`src/rtl/dly_tap_cal.sv`:
```
// Delay-line tap calibration controller.
// Sweeps a 16-tap variable delay line through every tap using single-cycle
// increment pulses. At each tap it compares the delayed signal with the
// training reference and records pass/fail. It then moves the delay line to
// the centre of the widest contiguous passing window.
// The delay line shares clk/rst with this block, so a tap mirror tracks the
// delay line exactly without any read-back path.
module dly_tap_cal #(
  parameter int unsigned SETTLE = 4,   // cycles waited after a tap change (1..255)
  parameter int unsigned DWELL  = 32   // compare cycles per tap (1..65535)
) (
  input  logic        clk,
  input  logic        rst,
  input  logic        start,
  input  logic        dly_sig,
  input  logic        ref_sig,
  output logic        inc_pulse,
  output logic        busy,
  output logic        done,
  output logic        fail,
  output logic [15:0] pass_map,
  output logic [3:0]  sel_tap
);

  // Controller states
  localparam logic [2:0] S_IDLE    = 3'd0;
  localparam logic [2:0] S_REWIND  = 3'd1;
  localparam logic [2:0] S_SETTLE  = 3'd2;
  localparam logic [2:0] S_MEASURE = 3'd3;
  localparam logic [2:0] S_ADVANCE = 3'd4;
  localparam logic [2:0] S_EVAL    = 3'd5;
  localparam logic [2:0] S_STEP    = 3'd6;
  localparam logic [2:0] S_DONE    = 3'd7;

  // Terminal counts for the shared phase counter
  localparam logic [15:0] SETTLE_LAST = 16'(SETTLE - 1);
  localparam logic [15:0] DWELL_LAST  = 16'(DWELL - 1);
  localparam logic [15:0] EVAL_LAST   = 16'd15;

  // State registers
  logic [2:0]  state_q,      state_d;
  logic [3:0]  cur_tap_q,    cur_tap_d;
  logic        inc_pulse_q,  inc_pulse_d;
  logic        busy_q,       busy_d;
  logic        done_q,       done_d;
  logic        fail_q,       fail_d;
  logic [15:0] pass_map_q,   pass_map_d;
  logic [3:0]  sel_tap_q,    sel_tap_d;
  logic [15:0] cnt_q,        cnt_d;
  logic        mismatch_q,   mismatch_d;
  logic [3:0]  run_start_q,  run_start_d;
  logic [4:0]  run_len_q,    run_len_d;
  logic [3:0]  best_start_q, best_start_d;
  logic [4:0]  best_len_q,   best_len_d;

  // Window scan helpers (valid while in EVAL)
  logic [3:0]  tap_nxt;
  logic [3:0]  eval_idx;
  logic        eval_bit;
  logic [3:0]  scan_run_start;
  logic [4:0]  scan_run_len;
  logic [3:0]  scan_best_start;
  logic [4:0]  scan_best_len;
  logic [4:0]  half_len;
  logic [3:0]  sel_calc;
  logic        fail_calc;

  // Tap the delay line will hold after this edge: a pulse presented this
  // cycle is taken by the delay line at the same edge as by the mirror.
  always_comb begin
    tap_nxt = cur_tap_q + {3'b000, inc_pulse_q};
  end

  // Longest-run scan of pass_map, one bit per EVAL cycle; strict '>' keeps
  // the earliest window on a tie.
  always_comb begin
    eval_idx        = cnt_q[3:0];
    eval_bit        = pass_map_q[eval_idx];
    scan_run_start  = run_start_q;
    scan_run_len    = 5'd0;
    scan_best_start = best_start_q;
    scan_best_len   = best_len_q;
    if (eval_bit) begin
      scan_run_len = run_len_q + 5'd1;
      if (run_len_q == 5'd0) begin
        scan_run_start = eval_idx;
      end
    end
    if (scan_run_len > best_len_q) begin
      scan_best_start = scan_run_start;
      scan_best_len   = scan_run_len;
    end
    fail_calc = (scan_best_len == 5'd0);
    half_len  = (scan_best_len - 5'd1) >> 1;
    sel_calc  = fail_calc ? 4'd0 : (scan_best_start + half_len[3:0]);
  end

  // Next-state logic for the whole controller.
  // NOTE: every variable gets a default at the top of the block so that no
  // path leaves it unassigned; otherwise synthesis infers a latch.
  always_comb begin
    state_d      = state_q;
    cur_tap_d    = tap_nxt;
    inc_pulse_d  = 1'b0;
    fail_d       = fail_q;
    pass_map_d   = pass_map_q;
    sel_tap_d    = sel_tap_q;
    cnt_d        = cnt_q;
    mismatch_d   = mismatch_q;
    run_start_d  = run_start_q;
    run_len_d    = run_len_q;
    best_start_d = best_start_q;
    best_len_d   = best_len_q;

    case (state_q)
      S_IDLE, S_DONE: begin
        if (start) begin
          state_d     = S_REWIND;
          pass_map_d  = 16'h0000;
          inc_pulse_d = (tap_nxt != 4'd0);
        end
      end

      // Step forward until the delay line wraps back to tap 0.
      S_REWIND: begin
        if (tap_nxt == 4'd0) begin
          state_d = S_SETTLE;
          cnt_d   = 16'd0;
        end else begin
          inc_pulse_d = 1'b1;
        end
      end

      S_SETTLE: begin
        if (cnt_q == SETTLE_LAST) begin
          state_d    = S_MEASURE;
          cnt_d      = 16'd0;
          mismatch_d = 1'b0;
        end else begin
          cnt_d = cnt_q + 16'd1;
        end
      end

      // Any single miscompare in the dwell window fails the tap.
      S_MEASURE: begin
        mismatch_d = mismatch_q | (dly_sig ^ ref_sig);
        if (cnt_q == DWELL_LAST) begin
          state_d     = S_ADVANCE;
          inc_pulse_d = 1'b1;
        end else begin
          cnt_d = cnt_q + 16'd1;
        end
      end

      // Record the tap just measured while its pulse moves to the next one.
      S_ADVANCE: begin
        pass_map_d[cur_tap_q] = ~mismatch_q;
        cnt_d                 = 16'd0;
        if (cur_tap_q == 4'd15) begin
          state_d      = S_EVAL;
          run_start_d  = 4'd0;
          run_len_d    = 5'd0;
          best_start_d = 4'd0;
          best_len_d   = 5'd0;
        end else begin
          state_d = S_SETTLE;
        end
      end

      S_EVAL: begin
        run_start_d  = scan_run_start;
        run_len_d    = scan_run_len;
        best_start_d = scan_best_start;
        best_len_d   = scan_best_len;
        if (cnt_q == EVAL_LAST) begin
          state_d     = S_STEP;
          sel_tap_d   = sel_calc;
          fail_d      = fail_calc;
          inc_pulse_d = (sel_calc != 4'd0);
        end else begin
          cnt_d = cnt_q + 16'd1;
        end
      end

      // The sweep left the delay line at tap 0; walk it up to sel_tap.
      S_STEP: begin
        if (tap_nxt == sel_tap_q) begin
          state_d = S_DONE;
        end else begin
          inc_pulse_d = 1'b1;
        end
      end

      default: begin
        state_d = S_IDLE;
      end
    endcase

    busy_d = (state_d != S_IDLE) && (state_d != S_DONE);
    done_d = (state_d == S_DONE);
  end

  // State and output registers; reset aborts any calibration in progress.
  // NOTE: sequential state uses non-blocking assignments so every register
  // samples pre-edge values regardless of statement order.
  always_ff @(posedge clk or posedge rst) begin
    if (rst) begin
      state_q      <= S_IDLE;
      cur_tap_q    <= 4'd0;
      inc_pulse_q  <= 1'b0;
      busy_q       <= 1'b0;
      done_q       <= 1'b0;
      fail_q       <= 1'b0;
      pass_map_q   <= 16'h0000;
      sel_tap_q    <= 4'd0;
      cnt_q        <= 16'd0;
      mismatch_q   <= 1'b0;
      run_start_q  <= 4'd0;
      run_len_q    <= 5'd0;
      best_start_q <= 4'd0;
      best_len_q   <= 5'd0;
    end else begin
      state_q      <= state_d;
      cur_tap_q    <= cur_tap_d;
      inc_pulse_q  <= inc_pulse_d;
      busy_q       <= busy_d;
      done_q       <= done_d;
      fail_q       <= fail_d;
      pass_map_q   <= pass_map_d;
      sel_tap_q    <= sel_tap_d;
      cnt_q        <= cnt_d;
      mismatch_q   <= mismatch_d;
      run_start_q  <= run_start_d;
      run_len_q    <= run_len_d;
      best_start_q <= best_start_d;
      best_len_q   <= best_len_d;
    end
  end

  assign inc_pulse = inc_pulse_q;
  assign busy      = busy_q;
  assign done      = done_q;
  assign fail      = fail_q;
  assign pass_map  = pass_map_q;
  assign sel_tap   = sel_tap_q;

endmodule

```
`config.mk`:
```
export PLATFORM = sky130hd
export DESIGN_NAME = dly_tap_cal
export DESIGN_NICKNAME = d
export VERILOG_FILES = /design/src/rtl/dly_tap_cal.sv
export SDC_FILE = /design/constraint.sdc
export NUM_CORES = 1
export LEC_CHECK = 0
export CAP_MARGIN = 20
export CORE_ASPECT_RATIO = 0.75
export CORE_UTILIZATION = 45
export CTS_BUF_LIST = sky130_fd_sc_hd__clkbuf_8
export DETAILED_ROUTE_END_ITERATION = 8
export PLACE_DENSITY = 0.7
export SLEW_MARGIN = 20
export SYNTH_ARGS = -nofsm -noshare
export SYNTH_HDL_FRONTEND = slang
export SYNTH_SLANG_ARGS = --single-unit
```
`constraint.sdc`:
```
create_clock -name clk -period 12 [get_ports clk]
set_clock_uncertainty 0.1 [all_clocks]
set_input_delay 2.4 -clock clk [delete_from_list [all_inputs] [get_ports clk]]
set_output_delay 2.4 -clock clk [all_outputs]
set_load 0.005 [all_outputs]
```
### After elaboration in Yosys (flattened, before gate mapping)

Cells that the tools add are included.

| word-level totals | value |
|---|---|
| bits in registers | 66 |
| logic and storage cells | 105 |
| output and inout bits | 24 |

| operators by class | value |
|---|---|
| reduce and logical (&&, ||, !) cells | 19 |
| add/subtract/negate cells | 5 |
| mux-type cells | 40 |
| bitwise gates (word level) | 3 |
| $lt $le $gt $ge | 4 |
| eq/ne operators | 20 |

Operator list:

| cell | number |
|---|---|
| $mux 16 | 5 |
| $pmux 16 s5 | 1 |
| $pmux 16 s2 | 1 |
| $mux 3 | 7 |
| $pmux 3 s7 | 1 |
| $mux 4 | 5 |
| $pmux 5 s2 | 2 |
| $add 16x1->16 const B | 1 |
| $bwmux 16 | 1 |
| $eq 16x2->1 const B | 1 |
| $eq 16x4->1 const B | 1 |
| $eq 16x5->1 const B | 1 |
| $pmux 4 s2 | 2 |
| $eq 3x3->1 const B | 5 |
| $mux 5 | 3 |
| $ne 2x2->1 const B | 6 |
| $logic_not 5->1 | 2 |
| $lt 4x5->1 const B | 2 |
| $mux 1 | 8 |
| $reduce_and 2->1 | 4 |
| $reduce_bool 4->1 | 2 |
| $eq 3x2->1 const B | 2 |
| $reduce_bool 2->1 | 3 |
| $add 5x1->5 const B | 1 |
| other kinds (23) | 24 |

### Longest topological paths before layout

Gate-level depths: netlist of run 1.

| depth | value |
|---|---|
| word-level depth | 11 |
| depth in mapped cells | 25 |

### Worst setup path before layout of run 1

No wires, ideal clock.

| path | value |
|---|---|
| path type | flip-flop to flip-flop |
| from | register cnt_q[1] |
| to | register sel_tap_q[3], in the netlist sel_tap[3] |
| cell stages (with the launch flop) | 25 |
| buffers on the path | 2 |
| setup slack | 6.797 ns |
| arrival time | 5.021 ns |
| cell sequence | dfrtp_1 > buf_6 > mux2i_1 > o32ai_1 > nor3_1 > a21oi_1 > and2_1 > ha_1 > nand4b_1 > a21oi_1 > nand2_1 > a21oi_1 > nor4_4 > buf_2 > mux2i_1 > ha_1 > xnor2_1 > ha_1 > a21o_1 > a21oi_1 > o21ai_0 > mux2_2 > nand3_1 > or3b_1 > a31oi_1 |

| between the ends | value |
|---|---|
| cells in the longest elaborated chain, start to end | 8 |

RTL lines:

| element | RTL line | text |
|---|---|---|
| from (decl) | 49 | `logic [15:0] cnt_q, cnt_d;` |
| from (signal assigned) | 231 | `cnt_q <= cnt_d;` |
| $bmux 1 s4 | 78 | `eval_bit = pass_map_q[eval_idx];` |
| $mux 1 (implied by the code) | 78 |  |
| $mux 5 | 83 | `if (eval_bit) begin` |
| $gt 5x5->1 | 89 | `if (scan_run_len > best_len_q) begin` |
| $mux 5 | 89 |  |
| $sub 5x1->5 | 94 | `half_len = (scan_best_len - 5'd1) >> 1;` |
| $add 4x4->4 | 95 | `sel_calc = fail_calc ? 4'd0 : (scan_best_start + half_len[3:0]);` |
| $mux 4 | 95 |  |
| to (signal assigned) | 230 | `sel_tap_q <= sel_tap_d;` |
| to (decl) | 48 | `logic [3:0] sel_tap_q, sel_tap_d;` |

Parallel ways exist; a longest one is shown, timed or not. The select of a mux whose other input is x is not followed.
A chain may end at the register's enable or synchronous reset.

### Final worst setup path of run 1

Ends and elaborated chain as after synthesis.

==> results of run 1 <==
-- placed cells by master (no fill, tap or decap), drive strengths merged, types with 6 or more instances in the layout --
cell / Yosys / layout
dfrtp: 66 / 66
o21ai: 62 / 62
nand2: 47 / 47
a21oi: 30 / 30
clkdlybuf4s50: 0 / 28
nor2: 25 / 25
inv: 23 / 25
mux2i: 17 / 17
nand3: 16 / 16
ha: 13 / 13
nor3: 12 / 12
xnor2: 11 / 11
a31oi: 10 / 10
clkbuf: 16 / 10
nor4: 10 / 10
xor2: 7 / 7
or3: 7 / 7
and2: 6 / 6
a22o: 6 / 6
o211ai: 6 / 6
nor2b: 6 / 6
nand4: 6 / 6
-- sequential cells by signal, summed over array words and instances (netlist names) --
| name | cells |
|---|---|
| done | 1 |
| state_q | 3 |
| best_len_q | 5 |
| busy | 1 |
| cnt_q | 16 |
| run_start_q | 4 |
| pass_map | 16 |
| sel_tap | 4 |
| fail | 1 |
| run_len_q | 5 |
| mismatch_q | 1 |
| cur_tap_q | 4 |
| inc_pulse | 1 |
| best_start_q | 4 |
-- synthesized netlist by cell type (2+ instances only) --
| cell type | instances | area (um2) |
|---|---|---|
| or3_1 | 7 | 43.8 |
| nor2b_1 | 6 | 37.5 |
| or2b_1 | 2 | 15.0 |
| a21o_1 | 3 | 22.5 |
| nand4_1 | 6 | 37.5 |
| nand3_1 | 16 | 80.1 |
| a31oi_1 | 10 | 62.6 |
| xnor2_1 | 11 | 96.3 |
| ha_1 | 13 | 163 |
| clkbuf_1 | 16 | 60.1 |
| nand2b_1 | 4 | 25.0 |
| mux2i_1 | 16 | 160 |
| nor3_1 | 12 | 60.1 |
| o211ai_1 | 6 | 45.0 |
| buf_2 | 2 | 10.0 |
| o22ai_1 | 5 | 31.3 |
| a22o_1 | 6 | 52.6 |
| xor2_1 | 7 | 61.3 |
| o21ai_1 | 5 | 25.0 |
| o32ai_1 | 3 | 26.3 |
| nor2_1 | 24 | 90.1 |
| and3_1 | 5 | 31.3 |
| inv_1 | 23 | 86.3 |
| dfrtp_1 | 66 | 1650 |
| nor4_1 | 9 | 56.3 |
| o21ai_0 | 57 | 285 |
| or2_2 | 4 | 25.0 |
| nand2_1 | 47 | 176 |
| mux2_2 | 3 | 33.8 |
| a21oi_1 | 30 | 150 |
| nor4b_1 | 2 | 17.5 |
| o21a_1 | 2 | 15.0 |
| and2_1 | 6 | 37.5 |
| a32o_1 | 4 | 40.0 |
| o211a_1 | 3 | 30.0 |
| buf_6 | 2 | 22.5 |
-- critical path, delay by kind of cell, from the launching register on --
kind                     cells  cell delay (ns)
AO/OA/AOI/OAI                8             1.59
XOR/XNOR                     1             0.18
multiplexers                 3             0.89
flip-flops                   1             0.71
AND/OR/NAND/NOR              7             1.83
adder cells (fa/ha/maj)      3             0.86
-- per-layer routing --
| layer | vias to the layer above | part of all wire, % | wire length (um) |
|---|---|---|---|
| li1 | 1764 | - | - |
| met1 | 1800 | 49 | 5130 |
| met2 | 108 | 43 | 4510 |
| met3 | 10 | 6.4 | 671 |
| met4 | 0 | 1.1 | 111 |
| met5 | - | 0 | 0 |
-- cell type report --
| class | instances | area (um2) |
|---|---|---|
| Clock buffer | 10 | 138 |
| Clock inverter | 6 | 88.8 |
| Fill cell | 837 | 4270 |
| Inverter | 23 | 86.3 |
| Multi-Input combinational cell | 360 | 2340 |
| Sequential cell | 66 | 1650 |
| Tap cell | 112 | 140 |
| Timing Repair Buffer | 29 | 288 |
-- power groups by stage --
stage / sequential, mW / clock [mW] / combinational (mW)
final: 0.369 / 0.216 / 0.587
after floorplan: 0.316 / 0 / 0.456
after global routing: 0.378 / 0.229 / 0.662
after CTS: 0.366 / 0.221 / 0.584
after detailed placement: 0.370 / 0 / 0.581
after global placement: 0.371 / 0 / 0.570
-- worst min-delay path by stage --
stage	start	to	slack, ns	cells after the start
4_1_cts	run_start_q[3]	run_start_q[3]	0.39	1
3_5_place_dp	run_start_q[3]	run_start_q[3]	0.38	1
2_1_floorplan	run_start_q[3]	run_start_q[3]	0.36	1
5_1_grt	fail	fail	0.42	2
6_report	run_start_q[3]	run_start_q[3]	0.40	1
3_3_place_gp	fail	fail	0.37	2
-- stage by stage --
stage	total power, mW	instances
floorplan	0.772	469
detailed placement	0.951	590
finish	1.17	606
global placement	0.941	590
global route	1.27	606
CTS	1.17	606
-- logic make-up after synthesis --
family / after synthesis
fa+ha+maj: 15
simple gates: 157
flops: 66
mux: 20
buf+inv: 43
xor+xnor: 19
compound gates: 149
==> metrics.txt, run 1 <==
run status finished, final reports clean; sequence of cells on the critical path mux2i_1 -> o32ai_1 -> nor3_1 -> a21oi_1 -> and2_1 -> ha_1 -> nand4b_1 -> a21oi_1 -> nand2_1 -> a21oi_1 -> nor4_4 -> mux2i_1 -> ha_1 -> xnor2_1 -> ha_1 -> a21o_1 -> a21oi_1 -> o21ai_0 -> mux2_2 -> nand3_1 -> or3b_1 -> a31oi_1; area share of xor/xnor cells in the synthesized design 4.35%; instance area at placement between 0.004 and 0.005 mm2; CTS Hold Buffers Added 0; met3 Use GR about 6.4%; met2 track utilization from global routing 34.5%; wire length of the first global-routing pass about 18,000 um; arrival time reported for the critical path endpoint approximately 6.4 ns; slew at the pin closest to its max-slew limit 1.07 ns; part of the total power dissipated in the clock network roughly 18%; NetSw 0.526 mW; flops & latches, synth 66; Crit Path Class flop to flop; share of final-layout standard cells stronger than drive strength 1 6.48%; end point of the critical path sel_tap[3]; detailed placer's ending HPWL 7590 um; proportion of synthesized chip area in sequential cells around 40%; sum of negative setup slack 0 ns; final hold viol count 0; unrepaired setup endpoints after global routing false; CP max-delay cell dfrtp_1; clock root buffer clkbuf_8; H-tree depth 3; final core utilization between 50 and 60%; TritonCTS buffer count 9; number of optimization iterations in the first detailed-route pass 5; post-synthesis share of cell area spent on full adders, half adders and majority gates 4.61%; number of antenna violations at the first check in global routing 0; start point of the critical path cnt_q[1]; count of vias placed by the detailed router 3,682; R2R depth 22; drt drc 0; final antenna diode count 0; maximum clock frequency 160 MHz; clock insertion delay at the later pin of the skew report 0.35 ns; reg-to-reg slack, setup 5.77 ns; average wire per cell in the routed design 17.2 um; share of flip-flops with an asynchronous set or reset 100%; final hold slack 0.395 ns; Syn Inst Count 469; pins over their slew limit 0; CTS-repair resized insts 0; num rows 30; leakage 2.04 nW; floorplan die area 0.00967 mm2; class of the most critical hold timing path flop to flop; port bufs 28; ANT nets after route 0; initial core utilization 46.3%; placer's final routability congestion estimate 0.930; global-route congestion overflow total 0; met1 Resource Use GR 34.7%; Routed Wire Length 10,400 um; Distinct cells, synth 62; Relative slew margins 28.4%; number of enable flip-flop cells after synthesis 0; maximum buffer depth of the clock tree 2; cell repeated most along the worst path a21oi_1; largest fanout on the critical path 13; final critical-path share of the clock period 52.0%; Final nets 508; Non-Filler Cell Area, Final 0.00474 mm2; switching fraction of total power 44.9%; Chip Height about 85 um; routed vias/inst roughly 6.1; most utilized layer in the global route result met1; worst supply voltage drop on vdd 0.122 mV; required time at the endpoint of the critical path 12.17 ns; mux contribution to synthesized area 4.97%; syn nets 488; relative contribution of sequential cells to total power 31.5%; core area 0.00901 mm2; kind of end point of the critical path flop; power density relative to cell area 247 mW/mm2; final critical path time including I/O delays and setup 6.23 ns; combinational share of power between 50% and 60%; number of global-route vias before repair 3,452; Post-CTS Setup Repair Bufs 0; worst slack, placed 5.90 ns; overall global routing resource usage about a quarter; FF-to-FF Start cnt_q[1]; Chip Width 113 um; average cell area after synthesis 8.90 um2; synthesized-area fraction occupied by and/or/nand/nor cells 19.2%; io pins 29; area added between synthesis and finish 13.5%; final setup slack of the worst path a little under 6 ns; Maximum Capacitance Violations 0; category of the worst setup path launch point flop; internal cell power ~0.65 mW; YS warnings 0; pin count of the biggest net entering global routing 67; TritonCTS clock tree yes; First DRT Iteration DRCs 304; delay contributed by the slowest stage of the critical path 0.71 ns; combinational family with the most area after synthesis compound AO/OA/AOI/OAI gates; compound-cell area share of the yosys netlist 23.0%; clock-pin slew on the worst setup and hold paths about 0.080 ns; commonest register cell after synthesis dfrtp_1; post-synthesis instance area between 0.004 and 0.005 mm2; reg-to-reg critical path endpoint sel_tap[3]; Num Clock Sinks 66; Final setup viols 0
Power figures use the tool's default switching activity.
==> run 2: changes to the inputs <==
--- a/config.mk
+++ b/config.mk
@@ -10,7 +10,7 @@
 export CORE_UTILIZATION = 45
 export CTS_BUF_LIST = sky130_fd_sc_hd__clkbuf_8
 export DETAILED_ROUTE_END_ITERATION = 8
-export PLACE_DENSITY = 0.7
+export PLACE_DENSITY = 0.72
 export SLEW_MARGIN = 20
 export SYNTH_ARGS = -nofsm -noshare
 export SYNTH_HDL_FRONTEND = slang
==> constraint.sdc (replaced) <==
create_clock -name clk -period 5.5 [get_ports clk]
set_clock_uncertainty 0.1 [all_clocks]
set_input_delay 1.1 -clock clk [delete_from_list [all_inputs] [get_ports clk]]
set_output_delay 1.1 -clock clk [all_outputs]
set_load 0.005 [all_outputs]
==> run 2 against run 1 <==
- setup slack lost 5.4 ns
- maximum frequency grew 20%
- via count increased by 2.6%
- sequential power rose by 110%
- critical path type unchanged
- critical endpoint unchanged
- largest power group unchanged
- highest routed layer unchanged
==> metrics.txt, run 2 (synthesized netlist as in run 1, its figures left out) <==
R2R depth 20; Crit Path Class flop to flop; maximum clock frequency 193 MHz; H-tree depth 3; core area 0.00901 mm2; wire length of the first global-routing pass between 15,000 and 20,000 um; ANT nets after route 0; num rows 30; clock insertion delay at the later pin of the skew report 0.36 ns; port bufs 28; final critical-path share of the clock period approximately 94%; io pins 29; maximum buffer depth of the clock tree 2; Maximum Capacitance Violations 0; drt drc 0; final core utilization 54.9%; Chip Height 85.4 um; class of the most critical hold timing path flop to flop; pin count of the biggest net entering global routing 42; clock-pin slew on the worst setup and hold paths 0.08 ns; number of antenna violations at the first check in global routing 0; slew at the pin closest to its max-slew limit ~1.1 ns; Cells after DPL roughly 600; Routed Wire Length 10,900 um; overall global routing resource usage 24.0%; count of vias placed by the detailed router 3,778; arrival time reported for the critical path endpoint 5.36 ns; count of cells along the worst hold path 2; required time at the endpoint of the critical path 5.68 ns; area added between synthesis and finish 18.5%; Chip Width roughly 110 um; First DRT Iteration DRCs about 250; routed vias/inst 6.06; final standard cell count with taps included and fillers excluded 623; final hold viol count 0; Final nets 525; worst supply voltage drop on vdd 0.290 mV; sum of negative setup slack 0 ns; Num Clock Sinks 66; TritonCTS buffer count 9; most frequent cells in the layout 63 x dfrtp_1, 56 x o21ai_0, 47 x nand2_1; placer's final routability congestion estimate 0.882; number of global-route vias before repair about 3,600; number of optimization iterations in the first detailed-route pass 5; final hold slack ~0.38 ns; category of the worst setup path launch point flop; Final setup viols 0; largest fanout on the critical path 7; TritonCTS clock tree yes; pins over their slew limit 0; run status finished, final reports clean; share of final-layout standard cells stronger than drive strength 1 ~13%; leakage 2.11 nW; floorplan die area between 0.009 and 0.01 mm2; detailed placer's ending HPWL 7740 um; Relative slew margins 26.9%; initial core utilization 46.3%; final setup slack of the worst path 0.320 ns; most common library cell in the layout ignoring fill and taps dfrtp_1; unrepaired setup endpoints after global routing false; worst slack, placed -0.0374 ns; final antenna diode count 0; average wire per cell in the routed design 17.6 um; kind of end point of the critical path flop; clock root buffer clkbuf_8; power density relative to cell area about 560 mW/mm2; final critical path time including I/O delays and setup about 5.2 ns; global-route congestion overflow total 0
## run 2: changes by cell type in the layout (fill, tap and decap cells not counted), sizes merged
cell	change
buf	+17
bufinv	-2
clkbuf	+2
clkinv	-1
clkinvlp	+2
inv	-1
## run 2: path summary, 6_finish.rpt
path	start	end	slack (ns)
hold reg to reg	fail	fail	0.38
setup / recovery	cnt_q[1]	sel_tap[3]	0.32
max in group asynchronous	rst	cnt_q[1]	3.30
hold / removal	fail	fail	0.38
min in group asynchronous	rst	run_len_q[0]	1.02
setup reg to reg	cnt_q[1]	sel_tap[3]	0.32
## run 2: worst max-delay path, stage by stage, from the launching register on
cell	delay, ns
dfrtp_2	0.48
buf_6	0.18
o32ai_4	0.38
nor2_4	0.09
a211oi_4	0.32
ha_1	0.31
a21oi_1	0.20
a21oi_1	0.12
a22o_1	0.25
nor4_4	0.39
mux2i_2	0.32
ha_2	0.25
xnor2_2	0.14
ha_1	0.26
a21o_1	0.16
a21oi_2	0.18
o21ai_1	0.09
mux2_2	0.28
nand3_1	0.07
or3b_1	0.34
a31oi_1	0.16
## run 2: timing repair
action | CTS | global route
setup endpoints to repair | 1 | 2
buffers inserted | 0 | 6
hold buffers | 0 | 0
gates resized for setup | 4 | 21
endpoints found under the hold margin | 0 | 0
pin swaps | 0 | 7
## run 2: where the power goes
| group | leakage (nW) | switching [mW] | internal (mW) |
|---|---|---|---|
| Sequential | 0.869 | 0.182 | 0.599 |
| Clock | 0.0920 | 0.201 | 0.199 |
| Combinational | 1.15 | 0.858 | 0.712 |
## run 2: stage by stage
step                      power (mW)  cell area [um2]
after floorplan                 1.68             4180
after global routing            2.94             4950
after CTS                       2.56             4800
after global placement          2.10             4590
after detailed placement        2.13             4590
final                           2.75             4950
## run 2: layout make-up
class	count	area [um2]
clock buffers	12	165
inverters	23	86.3
multi-input cells	360	2450
repair buffers	46	419
well taps	112	140
clock inverters	4	26.3
fillers	832	4060
flip-flops and latches	66	1660
## run 2: metal layers
| layer | share of wire (%) | wire length [um] | global-route usage, % | vias to the layer above |
|---|---|---|---|---|
| li1 | - | - | - | 1794 |
| met5 | 0 | 0 | 0 | - |
| met4 | 0.92 | 101 | 6.22 | 0 |
| met3 | 5.0 | 552 | 5.07 | 9 |
| met1 | 49 | 5330 | 34.9 | 1867 |
| met2 | 45 | 4960 | 36.3 | 108 |
==> run 3: changes to the inputs <==
--- a/config.mk
+++ b/config.mk
@@ -11,6 +11,7 @@
 export CTS_BUF_LIST = sky130_fd_sc_hd__clkbuf_8
 export DETAILED_ROUTE_END_ITERATION = 8
 export PLACE_DENSITY = 0.72
+export SKIP_LAST_GASP = 1
 export SLEW_MARGIN = 20
 export SYNTH_ARGS = -nofsm -noshare
 export SYNTH_HDL_FRONTEND = slang
==> results of run 3 <==
Final layout, timing and power as in run 2 (identical DEF).
